## config.mk

```make
export PLATFORM = sky130hd
export DESIGN_NAME = axi_cfg_master
export DESIGN_NICKNAME = d
export VERILOG_FILES = /design/src/rtl/axi_cfg_master.sv
export SDC_FILE = /design/constraint.sdc
export NUM_CORES = 1
export LEC_CHECK = 0
export CORE_AREA = 2 2 140 142
export DETAILED_ROUTE_END_ITERATION = 6
export DIE_AREA = 0 0 142 144
export PLACE_DENSITY = 0.77
export SLEW_MARGIN = 20
export SYNTH_ARGS = -nofsm -noshare
export SYNTH_HDL_FRONTEND = slang
export SYNTH_SLANG_ARGS = --single-unit
```

## constraint.sdc

```tcl
create_clock -name clk -period 3.55 [get_ports clk]
set_clock_uncertainty 0.15 [all_clocks]
set_input_delay 0.5325 -clock clk [delete_from_list [all_inputs] [get_ports clk]]
set_output_delay 0.5325 -clock clk [all_outputs]
set_load 0.02 [all_outputs]
```

## src/rtl/axi_cfg_master.sv

```systemverilog
// axi_cfg_master
//
// Single-beat AXI4 initiator for the accelerator configuration slave.
// Accepts one command at a time on a valid/ready stream, runs exactly one
// AW/W/B or AR/R exchange for it, and returns one response per command in
// command order.
//
// Ports:
//   clk, rst                 sole clock, synchronous active-high reset
//   cmd_valid / cmd_ready    command handshake
//   cmd_write                1 = write, 0 = read
//   cmd_addr                 byte address
//   cmd_wdata, cmd_wstrb     write payload (ignored for reads)
//   rsp_valid / rsp_ready    response handshake
//   rsp_write                echo of the command direction
//   rsp_rdata                read data (0 for writes)
//   rsp_resp                 BRESP / RRESP as returned (SLVERR if rlast missing)
//   rsp_cycles               cycles from command acceptance to B/R handshake,
//                            saturating at 16'hFFFF
//   busy                     high whenever a command is being worked on
//   m_axi_*                  AXI4 master channels (AW, W, B, AR, R)
//
// state    | meaning
// ---------+-----------------------------------------------------------
// IDLE     | ready for a new command
// WR_AW_W  | AW and W offered together, each drops after its handshake
// WR_B     | waiting for the write response
// RD_AR    | read address offered
// RD_R     | waiting for the read data beat
// RSP      | response held stable until rsp_ready

module axi_cfg_master #(
    parameter int AXI_ID_WIDTH    = 6,
    parameter int AXIL_ADDR_WIDTH = 40,
    parameter int AXIL_WIDTH      = 32,
    parameter int AXIL_STRB_WIDTH = 4
) (
    input  logic                       clk,
    input  logic                       rst,

    input  logic                       cmd_valid,
    output logic                       cmd_ready,
    input  logic                       cmd_write,
    input  logic [AXIL_ADDR_WIDTH-1:0] cmd_addr,
    input  logic [AXIL_WIDTH-1:0]      cmd_wdata,
    input  logic [AXIL_STRB_WIDTH-1:0] cmd_wstrb,

    output logic                       rsp_valid,
    input  logic                       rsp_ready,
    output logic                       rsp_write,
    output logic [AXIL_WIDTH-1:0]      rsp_rdata,
    output logic [1:0]                 rsp_resp,
    output logic [15:0]                rsp_cycles,

    output logic                       busy,

    output logic [AXI_ID_WIDTH-1:0]    m_axi_awid,
    output logic [AXIL_ADDR_WIDTH-1:0] m_axi_awaddr,
    output logic [7:0]                 m_axi_awlen,
    output logic [2:0]                 m_axi_awsize,
    output logic [1:0]                 m_axi_awburst,
    output logic                       m_axi_awlock,
    output logic [3:0]                 m_axi_awcache,
    output logic [2:0]                 m_axi_awprot,
    output logic                       m_axi_awvalid,
    input  logic                       m_axi_awready,

    output logic [AXIL_WIDTH-1:0]      m_axi_wdata,
    output logic [AXIL_STRB_WIDTH-1:0] m_axi_wstrb,
    output logic                       m_axi_wlast,
    output logic                       m_axi_wvalid,
    input  logic                       m_axi_wready,

    input  logic [AXI_ID_WIDTH-1:0]    m_axi_bid,
    input  logic [1:0]                 m_axi_bresp,
    input  logic                       m_axi_bvalid,
    output logic                       m_axi_bready,

    output logic [AXI_ID_WIDTH-1:0]    m_axi_arid,
    output logic [AXIL_ADDR_WIDTH-1:0] m_axi_araddr,
    output logic [7:0]                 m_axi_arlen,
    output logic [2:0]                 m_axi_arsize,
    output logic [1:0]                 m_axi_arburst,
    output logic                       m_axi_arlock,
    output logic [3:0]                 m_axi_arcache,
    output logic [2:0]                 m_axi_arprot,
    output logic                       m_axi_arvalid,
    input  logic                       m_axi_arready,

    input  logic [AXI_ID_WIDTH-1:0]    m_axi_rid,
    input  logic [AXIL_WIDTH-1:0]      m_axi_rdata,
    input  logic [1:0]                 m_axi_rresp,
    input  logic                       m_axi_rlast,
    input  logic                       m_axi_rvalid,
    output logic                       m_axi_rready
);

    localparam logic [2:0] AXI_SIZE   = 3'($clog2(AXIL_STRB_WIDTH));
    localparam logic [1:0] RESP_SLVERR = 2'b10;

    typedef enum logic [2:0] {
        ST_IDLE,
        ST_WR_AW_W,
        ST_WR_B,
        ST_RD_AR,
        ST_RD_R,
        ST_RSP
    } state_t;

    state_t      state;
    logic        aw_done;
    logic        w_done;
    logic        aw_hs;
    logic        w_hs;
    logic        aw_fin;
    logic        w_fin;
    logic [15:0] cycles_inc;

    // Every beat is a single INCR transfer of the full bus width.
    assign m_axi_awid    = '0;
    assign m_axi_awlen   = 8'd0;
    assign m_axi_awsize  = AXI_SIZE;
    assign m_axi_awburst = 2'b01;
    assign m_axi_awlock  = 1'b0;
    assign m_axi_awcache = 4'd0;
    assign m_axi_awprot  = 3'd0;
    assign m_axi_wlast   = 1'b1;
    assign m_axi_arid    = '0;
    assign m_axi_arlen   = 8'd0;
    assign m_axi_arsize  = AXI_SIZE;
    assign m_axi_arburst = 2'b01;
    assign m_axi_arlock  = 1'b0;
    assign m_axi_arcache = 4'd0;
    assign m_axi_arprot  = 3'd0;

    // Only one transaction is ever outstanding, so the returned IDs carry no
    // information.
    logic unused_ids;
    assign unused_ids = ^{m_axi_bid, m_axi_rid};

    assign cmd_ready = (state == ST_IDLE) && !rst;
    assign busy      = (state != ST_IDLE);

    always_comb begin
        aw_hs      = m_axi_awvalid && m_axi_awready;
        w_hs       = m_axi_wvalid && m_axi_wready;
        // A channel counts as finished if it completed earlier or completes now,
        // so AW and W may land in either order or together.
        aw_fin     = aw_done || aw_hs;
        w_fin      = w_done || w_hs;
        cycles_inc = (rsp_cycles == 16'hFFFF) ? rsp_cycles : rsp_cycles + 16'd1;
    end

    always_ff @(posedge clk) begin
        if (rst) begin
            state         <= ST_IDLE;
            aw_done       <= 1'b0;
            w_done        <= 1'b0;
            m_axi_awaddr  <= '0;
            m_axi_awvalid <= 1'b0;
            m_axi_wdata   <= '0;
            m_axi_wstrb   <= '0;
            m_axi_wvalid  <= 1'b0;
            m_axi_bready  <= 1'b0;
            m_axi_araddr  <= '0;
            m_axi_arvalid <= 1'b0;
            m_axi_rready  <= 1'b0;
            rsp_valid     <= 1'b0;
            rsp_write     <= 1'b0;
            rsp_rdata     <= '0;
            rsp_resp      <= 2'b00;
            rsp_cycles    <= 16'd0;
        end else begin
            case (state)
                ST_IDLE: begin
                    if (cmd_valid) begin
                        rsp_write  <= cmd_write;
                        rsp_cycles <= 16'd0;
                        if (cmd_write) begin
                            m_axi_awaddr  <= cmd_addr;
                            m_axi_wdata   <= cmd_wdata;
                            m_axi_wstrb   <= cmd_wstrb;
                            m_axi_awvalid <= 1'b1;
                            m_axi_wvalid  <= 1'b1;
                            aw_done       <= 1'b0;
                            w_done        <= 1'b0;
                            state         <= ST_WR_AW_W;
                        end else begin
                            m_axi_araddr  <= cmd_addr;
                            m_axi_arvalid <= 1'b1;
                            state         <= ST_RD_AR;
                        end
                    end
                end

                ST_WR_AW_W: begin
                    rsp_cycles <= cycles_inc;
                    if (aw_hs) begin
                        m_axi_awvalid <= 1'b0;
                        aw_done       <= 1'b1;
                    end
                    if (w_hs) begin
                        m_axi_wvalid <= 1'b0;
                        w_done       <= 1'b1;
                    end
                    if (aw_fin && w_fin) begin
                        m_axi_bready <= 1'b1;
                        state        <= ST_WR_B;
                    end
                end

                ST_WR_B: begin
                    rsp_cycles <= cycles_inc;
                    if (m_axi_bvalid) begin
                        m_axi_bready <= 1'b0;
                        rsp_resp     <= m_axi_bresp;
                        rsp_rdata    <= '0;
                        rsp_valid    <= 1'b1;
                        state        <= ST_RSP;
                    end
                end

                ST_RD_AR: begin
                    rsp_cycles <= cycles_inc;
                    if (m_axi_arready) begin
                        m_axi_arvalid <= 1'b0;
                        m_axi_rready  <= 1'b1;
                        state         <= ST_RD_R;
                    end
                end

                ST_RD_R: begin
                    rsp_cycles <= cycles_inc;
                    if (m_axi_rvalid) begin
                        m_axi_rready <= 1'b0;
                        rsp_rdata    <= m_axi_rdata;
                        // A single-beat read must be the last beat; anything
                        // else means the slave misunderstood the request.
                        rsp_resp     <= m_axi_rlast ? m_axi_rresp : RESP_SLVERR;
                        rsp_valid    <= 1'b1;
                        state        <= ST_RSP;
                    end
                end

                ST_RSP: begin
                    if (rsp_ready) begin
                        rsp_valid <= 1'b0;
                        state     <= ST_IDLE;
                    end
                end

                default: begin
                    state <= ST_IDLE;
                end
            endcase
        end
    end

endmodule
```

==> qor.csv <==
metric,value,unit
tritoncts,done,
cts_hold_buf,0,
crit_buf_inv,2,
ys_warn_count,0,
synthArstFlopShare,0,%
yosysSeqAreaShare,50.07,%
wl_per_cell,15.54,um
power_density,444.5,nW/um2
worstPathRequired,2.87,ns
path_delay_family,buffers and inverters,
drt_iter0_drc,343,
ctsLongestPathBuffers,2,
synth.distinct_cells,52,
ys_top_cells_by_area,"dfxtp_1, nand2_1, a21oi_1",
chipHeight,144,um
worstMarginPinSlew,0.7319,ns
synth_simple_gate_area_share,23.00,%
htreeDepth,4,
grt_overflow,0,
avgSynthCellArea,7.979,um2
coreArea,19080,um2
slew_headroom,51.21,%
drtAntennaViolNets,0,
netlist_instances,892,
ios,365,
finalPower,4.722,mW
synth_top_area_cell,dfxtp_1,
n_fill_cell,1779,
arrival,2.03,ns
post_cts_resized,0,
layout_commonest_cell,clkdlybuf4s50_1,
num_vias,6877,
rows,51,
hold_path.class,flop to flop,
syn2layout_area_growth,49.30,%
synthXorXnorAreaFrac,0,%
crit_slowest_cell,clkdlybuf4s50_1,
cts.sinks,178,
drive_above_1_share,5.317,%
worstPathCellList,"nor3_4, inv_2, nor2_1, clkdlybuf4s50_1",
finalHoldViolations,0,
path_max_fanout,9,
fin_crit_sh,76.33,%
vias_per_cell,4.898,
cp-start-kind,flop,
path_class,flop to primary output,
drc,0,
antenna_found_initial,0,
grt_pass1_vias,6410,
mostFrequentLayoutCells,"clkdlybuf4s50_1, nand2_1, dfxtp_1, a21oi_1, conb_1",
status,"complete, no violations",
die_x,142,um
ff_latch_area,3563,um2
synth-edff-count,0,
drv_cap,0,
drv_slew,0,
final.min_clock_period,2.710,ns
grt_pass1_wl,33.52,mm
start_util,37.30,%
grt_max_degree,135,
synth_top_area_share,50.07,%
ys_ff_latch,178,
power_leakage,3.756,nW
synth_top_family_by_area,simple AND/OR/NAND/NOR gates,
synth-compound-area-share,15.93,%
synth_area,7117,um2
numCtsBuffers,17,
hpwl,15.18,mm
cp-end-kind,primary output,
drtPass1Iterations,4,
final_nets,1291,
synth_fa_ha_area_share,0.1758,%
cts_setup_buffers,0,
cts.clk_slew.worst_paths,0.07,ns
synth.area.mux_share,0.8263,%
multiInputGateArea,3074,um2
synthFlopType,dfxtp_1,
finalSetupViolCount,0,
io_buffers,297,
gp_congestion,0.8736,
grt_setup_unrepaired,false,
clk_latency,0.42,ns
max_clock_freq,369.0,MHz
peakVddDrop,0.0002987,V
num_antenna_cells,0,
routed_wl,21.83,mm
dieArea,20450,um2
max_stage_delay,0.60,ns
track_usage,20.77,%
cts_root_buffer,clkbuf_16,
tns,0,ns
power breakdown:
group          internal [mW]  switching, mW  leakage, nW
clock                   1.06          0.812        0.276
sequential              2.07         0.0411         1.44
combinational          0.325          0.417         2.03
cell usage after synthesis (all sizes together) (2+ instances only):
master / count
o22ai: 2
a311oi: 5
and2: 2
nor2b: 3
and3: 6
o21ai: 10
a31oi: 5
buf: 79
nor3: 6
conb: 2
a211o: 3
nor2: 21
nand2: 280
nor3b: 4
nand3: 36
nand3b: 4
dfxtp: 178
mux2: 2
or2: 2
inv: 4
a21oi: 166
nand4: 8
a21o: 2
clkbuf: 38
nand2b: 2
and4: 3
a211oi: 4
a22o: 2
state kept, by name, summed over array words and instances (netlist names):
| name | flops |
|---|---|
| rsp_valid | 1 |
| state | 3 |
| m_axi_araddr | 40 |
| m_axi_awvalid | 1 |
| m_axi_wstrb | 4 |
| m_axi_bready | 1 |
| aw_done | 1 |
| rsp_resp | 2 |
| rsp_write | 1 |
| m_axi_wdata | 32 |
| m_axi_awaddr | 40 |
| rsp_cycles | 16 |
| m_axi_rready | 1 |
| m_axi_arvalid | 1 |
| m_axi_wvalid | 1 |
| w_done | 1 |
| rsp_rdata | 32 |
per-layer routing:
layer	vias up	GRT usage (%)	part of all wire (%)
met5	-	0	0
li1	3396	-	-
met4	0	6.842	1.8
met1	3193	23.85	40
met2	264	35.90	50
met3	24	7.616	8.4
cell type report:
| type | instances | share of cell area (%) |
|---|---|---|
| flip-flops and latches | 178 | 33.54 |
| repair buffers | 308 | 29.20 |
| multi-input cells | 646 | 28.93 |
| clock buffers | 19 | 4.169 |
| well taps | 238 | 2.803 |
| clock inverters | 11 | 1.213 |
| inverters | 4 | 0.1413 |
worst paths after layout:
kind                                          to             start  slack (ns)  cells after the start
worst max-delay path                   cmd_ready          state[2]        0.84                      4
worst min-delay path            m_axi_araddr[37]  m_axi_araddr[37]        0.30                      2
worst max register to register  m_axi_awaddr[29]          state[2]        1.13                      7
worst min register to register  m_axi_araddr[37]  m_axi_araddr[37]        0.30                      2
metrics by stage:
| stage | instances | hold WS, ns | utilization [%] | setup slack, ns | area, um2 |
|---|---|---|---|---|---|
| 6_report | 1404 | 0.3006 | 55.69 | 0.8401 | 10630 |
| 5_1_grt | 1404 | 0.3192 | 55.69 | 0.7363 | 10630 |
| 4_1_cts | 1404 | 0.3036 | 55.69 | 0.8046 | 10630 |
| 3_5_place_dp | 1374 | 0.2938 | 52.69 | 0.8144 | 10050 |
| 3_3_place_gp | 1374 | 0.2876 | 52.69 | 0.8426 | 10050 |
| 2_1_floorplan | 945 | 0.2861 | - | 1.360 | 7316 |
kinds of logic (layout without fill, tap and decap cells):
family          after synthesis  count (layout)
simple gates                380             380
other cells                   2              55
mux                           4               4
fa+ha+maj                     1               1
buf+inv                     121             342
flops                       178             178
compound gates              206             206
worst register-to-register path: stages (launching register included):
cell	delay (ns)
dfxtp_1	0.42
nor3_4	0.32
inv_2	0.16
nor2_2	0.24
nand2_2	0.45
buf_12	0.37
nand2_1	0.11
a21oi_1	0.06
No activity file was read; power rests on OpenSTA's default activity.
